File: src/rtl/multicycle_control.sv
// Main control FSM for the multi-cycle RV32 core: fetch/decode/execute/memory/writeback sequencing.
// Optional retired-instruction counter enabled by defining MC_CTRL_PERF_EN.
module multicycle_control #(
  parameter int OPCODE_W = 7
) (
  input  logic                clk,
  input  logic                rst,
  input  logic [OPCODE_W-1:0] opcode,
  input  logic                zero,
  input  logic                mem_ready,
  output logic [1:0]          alu_op_main,
  output logic [1:0]          alu_src_a,
  output logic [1:0]          alu_src_b,
  output logic                iord,
  output logic                mem_read,
  output logic                mem_write,
  output logic                ir_write,
  output logic                pc_write,
  output logic                reg_write,
  output logic                mem_to_reg,
  output logic                pc_src,
  output logic                instr_done,
  output logic                illegal,
  output logic [31:0]         instret
);

  typedef enum logic [3:0] {
    S_FETCH     = 4'd0,
    S_DECODE    = 4'd1,
    S_MEM_ADDR  = 4'd2,
    S_MEM_READ  = 4'd3,
    S_MEM_WB    = 4'd4,
    S_MEM_WRITE = 4'd5,
    S_EXEC_R    = 4'd6,
    S_EXEC_I    = 4'd7,
    S_ALU_WB    = 4'd8,
    S_BRANCH    = 4'd9,
    S_ILLEGAL   = 4'd10
  } state_t;

  localparam logic [OPCODE_W-1:0] OP_LOAD   = OPCODE_W'(7'b0000011);
  localparam logic [OPCODE_W-1:0] OP_STORE  = OPCODE_W'(7'b0100011);
  localparam logic [OPCODE_W-1:0] OP_RTYPE  = OPCODE_W'(7'b0110011);
  localparam logic [OPCODE_W-1:0] OP_ITYPE  = OPCODE_W'(7'b0010011);
  localparam logic [OPCODE_W-1:0] OP_BRANCH = OPCODE_W'(7'b1100011);

  state_t              state_r;
  state_t              state_next_s;
  logic [OPCODE_W-1:0] opcode_r;

  logic [1:0] alu_op_main_s;
  logic [1:0] alu_src_a_s;
  logic [1:0] alu_src_b_s;
  logic       iord_s;
  logic       mem_read_s;
  logic       mem_write_s;
  logic       ir_write_s;
  logic       pc_write_s;
  logic       reg_write_s;
  logic       mem_to_reg_s;
  logic       pc_src_s;
  logic       instr_done_s;
  logic       illegal_s;

  // State register and opcode latch; MEM_ADDR relies on the latched copy, not on IR.
  always_ff @(posedge clk) begin
    if (rst) begin
      state_r  <= S_FETCH;
      opcode_r <= '0;
    end else begin
      state_r <= state_next_s;
      if (state_r == S_DECODE) begin
        opcode_r <= opcode;
      end
    end
  end

  // Next-state and Moore output decode.
  always_comb begin
    state_next_s  = state_r;
    alu_op_main_s = 2'b00;
    alu_src_a_s   = 2'b00;
    alu_src_b_s   = 2'b00;
    iord_s        = 1'b0;
    mem_read_s    = 1'b0;
    mem_write_s   = 1'b0;
    ir_write_s    = 1'b0;
    pc_write_s    = 1'b0;
    reg_write_s   = 1'b0;
    mem_to_reg_s  = 1'b0;
    pc_src_s      = 1'b0;
    instr_done_s  = 1'b0;
    illegal_s     = 1'b0;
    case (state_r)
      S_FETCH: begin
        mem_read_s  = 1'b1;
        alu_src_b_s = 2'b01;
        if (mem_ready) begin
          ir_write_s   = 1'b1;
          pc_write_s   = 1'b1;
          state_next_s = S_DECODE;
        end else begin
          state_next_s = S_FETCH;
        end
      end
      S_DECODE: begin
        alu_src_a_s = 2'b01;
        alu_src_b_s = 2'b10;
        case (opcode)
          OP_LOAD, OP_STORE: state_next_s = S_MEM_ADDR;
          OP_RTYPE:          state_next_s = S_EXEC_R;
          OP_ITYPE:          state_next_s = S_EXEC_I;
          OP_BRANCH:         state_next_s = S_BRANCH;
          default:           state_next_s = S_ILLEGAL;
        endcase
      end
      S_MEM_ADDR: begin
        alu_src_a_s = 2'b10;
        alu_src_b_s = 2'b10;
        if (opcode_r == OP_LOAD) begin
          state_next_s = S_MEM_READ;
        end else begin
          state_next_s = S_MEM_WRITE;
        end
      end
      S_MEM_READ: begin
        mem_read_s = 1'b1;
        iord_s     = 1'b1;
        if (mem_ready) begin
          state_next_s = S_MEM_WB;
        end else begin
          state_next_s = S_MEM_READ;
        end
      end
      S_MEM_WB: begin
        reg_write_s  = 1'b1;
        mem_to_reg_s = 1'b1;
        instr_done_s = 1'b1;
        state_next_s = S_FETCH;
      end
      S_MEM_WRITE: begin
        mem_write_s = 1'b1;
        iord_s      = 1'b1;
        if (mem_ready) begin
          instr_done_s = 1'b1;
          state_next_s = S_FETCH;
        end else begin
          state_next_s = S_MEM_WRITE;
        end
      end
      S_EXEC_R: begin
        alu_src_a_s   = 2'b10;
        alu_src_b_s   = 2'b00;
        alu_op_main_s = 2'b10;
        state_next_s  = S_ALU_WB;
      end
      S_EXEC_I: begin
        alu_src_a_s   = 2'b10;
        alu_src_b_s   = 2'b10;
        alu_op_main_s = 2'b10;
        state_next_s  = S_ALU_WB;
      end
      S_ALU_WB: begin
        reg_write_s  = 1'b1;
        instr_done_s = 1'b1;
        state_next_s = S_FETCH;
      end
      S_BRANCH: begin
        alu_src_a_s   = 2'b10;
        alu_src_b_s   = 2'b00;
        alu_op_main_s = 2'b01;
        pc_src_s      = 1'b1;
        pc_write_s    = zero;
        instr_done_s  = 1'b1;
        state_next_s  = S_FETCH;
      end
      S_ILLEGAL: begin
        illegal_s    = 1'b1;
        state_next_s = S_FETCH;
      end
      default: begin
        state_next_s = S_FETCH;
      end
    endcase
  end

  // Reset masks every output, so no strobe escapes while rst is high.
  assign alu_op_main = rst ? 2'b00 : alu_op_main_s;
  assign alu_src_a   = rst ? 2'b00 : alu_src_a_s;
  assign alu_src_b   = rst ? 2'b00 : alu_src_b_s;
  assign iord        = rst ? 1'b0 : iord_s;
  assign mem_read    = rst ? 1'b0 : mem_read_s;
  assign mem_write   = rst ? 1'b0 : mem_write_s;
  assign ir_write    = rst ? 1'b0 : ir_write_s;
  assign pc_write    = rst ? 1'b0 : pc_write_s;
  assign reg_write   = rst ? 1'b0 : reg_write_s;
  assign mem_to_reg  = rst ? 1'b0 : mem_to_reg_s;
  assign pc_src      = rst ? 1'b0 : pc_src_s;
  assign instr_done  = rst ? 1'b0 : instr_done_s;
  assign illegal     = rst ? 1'b0 : illegal_s;

`ifdef MC_CTRL_PERF_EN
  logic [31:0] instret_r;

  // Retired-instruction counter; wraps naturally at 32 bits.
  always_ff @(posedge clk) begin
    if (rst) begin
      instret_r <= 32'd0;
    end else if (instr_done_s) begin
      instret_r <= instret_r + 32'd1;
    end
  end

  assign instret = rst ? 32'd0 : instret_r;
`else
  assign instret = 32'd0;
`endif

endmodule

File: config.mk
export PLATFORM = sky130hd
export DESIGN_NAME = multicycle_control
export DESIGN_NICKNAME = d
export VERILOG_FILES = /design/src/rtl/multicycle_control.sv
export SDC_FILE = /design/constraint.sdc
export NUM_CORES = 1
export LEC_CHECK = 0
export CELL_PAD_IN_SITES_DETAIL_PLACEMENT = 0
export CELL_PAD_IN_SITES_GLOBAL_PLACEMENT = 1
export CORE_UTILIZATION = 26
export DETAILED_ROUTE_END_ITERATION = 7
export GPL_TIMING_DRIVEN = 0
export MAX_ROUTING_LAYER = met4
export PLACE_DENSITY_LB_ADDON = 0.08
export SLEW_MARGIN = 20
export SYNTH_ARGS = -nofsm -noshare
export SYNTH_HDL_FRONTEND = slang
export SYNTH_SLANG_ARGS = --single-unit
File: constraint.sdc
create_clock -name clk -period 2.07 [get_ports clk]
set_input_delay 0.414 -clock clk [delete_from_list [all_inputs] [get_ports clk]]
set_output_delay 0.414 -clock clk [all_outputs]
set_load 0.02 [all_outputs]
-- Word-level counts from Yosys, hierarchy flattened
Cells that the tools add are included.
- register bits: 11
- bits of input ports: 11
- output and inout port bits: 48
- logic and storage cells: 60
- equality and inequality tests: 16
- mux-type cells: 33
- reduce and logical (&&, ||, !) cells: 9
- operators with widths (cell ; number):
    4-bit one-hot mux with 6 select lines ; 1
    1-bit two-way mux ; 20
    4-bit by 3-bit == test with 1-bit output, second input constant ; 4
    4-bit one-hot mux with 4 select lines ; 1
    7-bit by 2-bit == test with 1-bit output, second input constant ; 2
    7-bit by 6-bit == test with 1-bit output, second input constant ; 2
    4-bit == test, second input constant ; 3
    2-bit one-hot mux with 2 select lines ; 3
    2-bit OR reduction ; 5
    3-bit two-way mux ; 3
    4-bit by 2-bit == test with 1-bit output, second input constant ; 2
    7-bit by 5-bit == test with 1-bit output, second input constant ; 1
    7-bit == test, second input constant ; 1
    2-bit two-way mux ; 3
    3-bit OR reduction ; 2
    4-bit by 1-bit == test with 1-bit output, second input constant ; 1
    4-bit logical NOT ; 1
    1-bit one-hot mux with 2 select lines ; 2
    4-bit OR reduction ; 1

-- Logic depth before layout (Yosys ltp)
- word-level depth: 4
- depth in mapped cells: 5
- gate-level depth less buffers: 3

-- Least setup slack after synthesis
Ideal clock, no wire load.
- path type: input -> output
- start: input port rst
- end: output port pc_write
- data arrival time: 1614 ps
- path slack: 42 ps
- stages on the path: 4
- cell sequence: clkbuf_1 -> or3_1 -> nor3_2 -> a22o_1
- cells in the longest elaborated chain, start to end: 1
- RTL lines (what ; line ; text):
    start: declaration ; 7 ; input logic rst,
    1-bit two-way mux ; 195 ; assign pc_write = rst ? 1'b0 : pc_write_s;
    end: declaration ; 18 ; output logic pc_write,
No other way between the ends.

-- Worst setup path after layout
- start: register state_r[0]
- end: output port reg_write
- cells in the longest elaborated chain, start to end: 4
- elaborated cells on any way between the ends: 5
- those cells by class: eq/ne (2); mux (2); reduce/logical (1)
- RTL lines (what ; line ; text):
    start: declaration ; 47 ; state_t state_r;
    start signal: assignment ; 71 ; state_r <= state_next_s;
    4-bit == test or 4-bit by 3-bit == test with 1-bit output (tied branches) ; 94 ; case (state_r)
    2-bit OR reduction (no line) * ; - ;
    1-bit two-way mux * ; 94 ;
    1-bit two-way mux * ; 196 ; assign reg_write = rst ? 1'b0 : reg_write_s;
    end: declaration ; 19 ; output logic reg_write,
Mark *: on every way between the ends. The rest lies on a longest branch, timed or not.

==> impl_metrics.toml <==
[clocking]
insertion_delay_ps = 230
path_clk_slew_ps = 50
holdBufCountCts = 0
clockRootBuffer = "clkbuf_8"
post_cts.repair.setup_buffers = 0
tritoncts = "yes"
cts_max_path_buffers = 2
cts_sinks = 11
htreeDepth = 1
cts_inserted_buffers = 3

[floorplan]
rows = 22
initial_core_util_pct = 28.1
chipWidth_um = 65.8
core-area_mm2 = 0.00377
fp.dieH_um = 65.8
die_area_mm2 = 0.00434
io_pins = 59

[synth]
synthMuxAreaShare_pct = 0.945
synth_xor_area_share_pct = 1.65
synth_top_family_by_area = "simple AND/OR/NAND/NOR gates"
synth_async_sr_flop_share_pct = 0
ys_ff_latch = 11
synth-compound-area-share_pct = 15.0
synth_adder_area_share_pct = 0
ys.flop_type = "dfxtp_1"
synth-edff-count = 0
synthCells = 137
yosysSeqAreaShare_pct = 20.8
synth_area_per_cell_um2 = 7.74
netlist_area_mm2 = 0.00106
yosys_warnings = 0
synthSimpleGateAreaFrac_pct = 33.3
ys_types = 41

[route]
wirelength_mm = 2.42
first_pass_iters = 4
post-route-drc-count = 0
routedWlPerCell_um = 9.88
dr.first_iter.drc_count = 25
route.vias.total = 1033
postRouteAntennaNets = 0
avgViaCountPerCell = 4.22

[power_and_ir_drop]
vdd_drop_max_mv = 0.177
p_leak_nw = 0.750
power.switching_w = 0.000270
power_frac_seq_pct = 30.9
intPower_w = 0.000512
finalPower_w = 0.000782
power.share.clock_pct = 26.6
p_comb_share_pct = 42.5
netSwitchingFraction_pct = 34.6
pwr_density_cell_mw_per_mm2 = 507

[hold_path]
hp-class = "reg2reg"

[layout]
syn2layout_area_growth_pct = 45.6
multi_input_area_um2 = 682
final_cell_area_mm2 = 0.00154
finalNetCount = 209
seq_area_um2 = 221
diodes = 0
drive_above_1_share_pct = 30.5
nFillCells = 399
layout_commonest_cell = "buf_4"
layout_common_cells = "buf_4 (35), conb_1 (32), nand2_1 (15), a21oi_1 (11), dfxtp_1 (10)"
fin_util_pct = 40.9

[timing]
final_max_slew_viol_count = 0
layout_min_cycle_time_ps = 2020
report.final.hold_viol_count = 0
fin_worst_hold_slack_ps = 451
setup_viol = 0
rsz0062_at_grt = "no"
worstMarginPinSlew_ps = 564
finalCritPeriodShare_pct = 97.7
relSlewSlack_pct = 62.3
fin_skew_ps = 0.954
fmax_mhz = 494

[critical_path]
endpoint_kind = "primary output"
worst_ep_arrival_time_ps = 1610
worst-path-buf-inv = 2
startpoint_type = "flip-flop"
crit_chain = "clkbuf_8 -> or3_4 -> a21oi_1 -> clkdlybuf4s15_1"
worstSetupPathType = "reg2out"
path_max_fanout = 10
cp.required_ps = 1660
cp_top_family = "buffers and inverters"
cp_slowest_cell = "or3_4"
r2r_setup_slack_ps = 390
slowest_delay_ps = 390

[global_route]
grt_pass1_wl_mm = 3.84
grt_usage_pct = 11.8
grt_max_degree = 11
antenna_found_initial = 0
grt_pass1_vias = 927
overflow = 0

[flow_run]
drv_cap = 0

[placed_design]
dpl_cell_area_mm2 = 0.00149
port_buffers = 25
dp_hpwl_mm = 1.87
routabilityCongestion = 0.812

[outcome]
outcome = "completed"
## per-stage QoR
step	cells	worst slack, ps	setup TNS (ps)
detailed placement	241	-459	-2110
global route	245	1.72	0
floorplan	168	42.0	0
finish	245	46.7	0
CTS	245	1.72	0
global placement	241	-425	-2040
## worst register-to-register path, stage by stage, from the launching register on
cell and delay, ps:
dfxtp_1 290, buf_4 160, nor4b_4 550, o211ai_2 200, a2111oi_2 380
## per-layer routing
layer  GRT usage (%)  wire length (um)  vias to the layer above
met4            5.43                42                        0
li1                -                 -                      526
met3            2.24               138                        6
met1            12.8              1040                      457
met2            20.7              1200                       44
met5               -                 0                        -
## cell families after synthesis
logic type	after synthesis
buffers and inverters	43
AND/OR/NAND/NOR	56
multiplexers	1
AO/OA/AOI/OAI	23
other	1
XOR/XNOR	2
flip-flops	11
## worst paths after layout
check                           cells past startpoint        start           to
worst min register to register                      2  opcode_r[2]  opcode_r[2]
worst min-delay path                                2  opcode_r[2]  opcode_r[2]
worst max-delay path                                4   state_r[0]    reg_write
worst max register to register                      4   state_r[2]   state_r[0]
## final cells by class
cell class                      count  share of cell area (%)
Buffer                             41                    20.8
Clock buffer                        4                    2.92
Inverter                            2                   0.487
Multi-Input combinational cell    114                    44.2
Sequential cell                    11                    14.4
Tap cell                           48                    3.89
Timing Repair Buffer               25                    13.3
## flip-flops by register name, indices dropped and copies added (netlist names)
| signal | flops |
|---|---|
| state_r | 4 |
| opcode_r | 7 |
## power by group through the flow
stage	Clock, W	Sequential (W)	Combinational (W)
5_1_grt	0.000224	0.000244	0.000359
6_report	0.000208	0.000242	0.000332
4_1_cts	0.000215	0.000241	0.000320
3_5_place_dp	0	0.000244	0.000323
2_1_floorplan	0	0.000242	0.000243
3_3_place_gp	0	0.000244	0.000322
## Yosys cell counts, types with 3 or more instances
library cell	n	area, um2
a21oi_1	11	55.1
buf_2	3	15.0
buf_4	33	248
and2_1	3	18.8
dfxtp_1	11	220
nand2b_1	6	37.5
nor3_1	3	15.0
clkbuf_1	4	15.0
nor2_1	7	26.3
and3_1	3	18.8
nand2_1	15	56.3
## timing repair
action | in CTS | in global routing
gates cloned | 0 | 0
resized for setup | 44 | 20
pin swaps | 1 | 3
endpoints found under the setup margin | 16 | 11
Note: power is estimated with default switching activity, not from simulation.
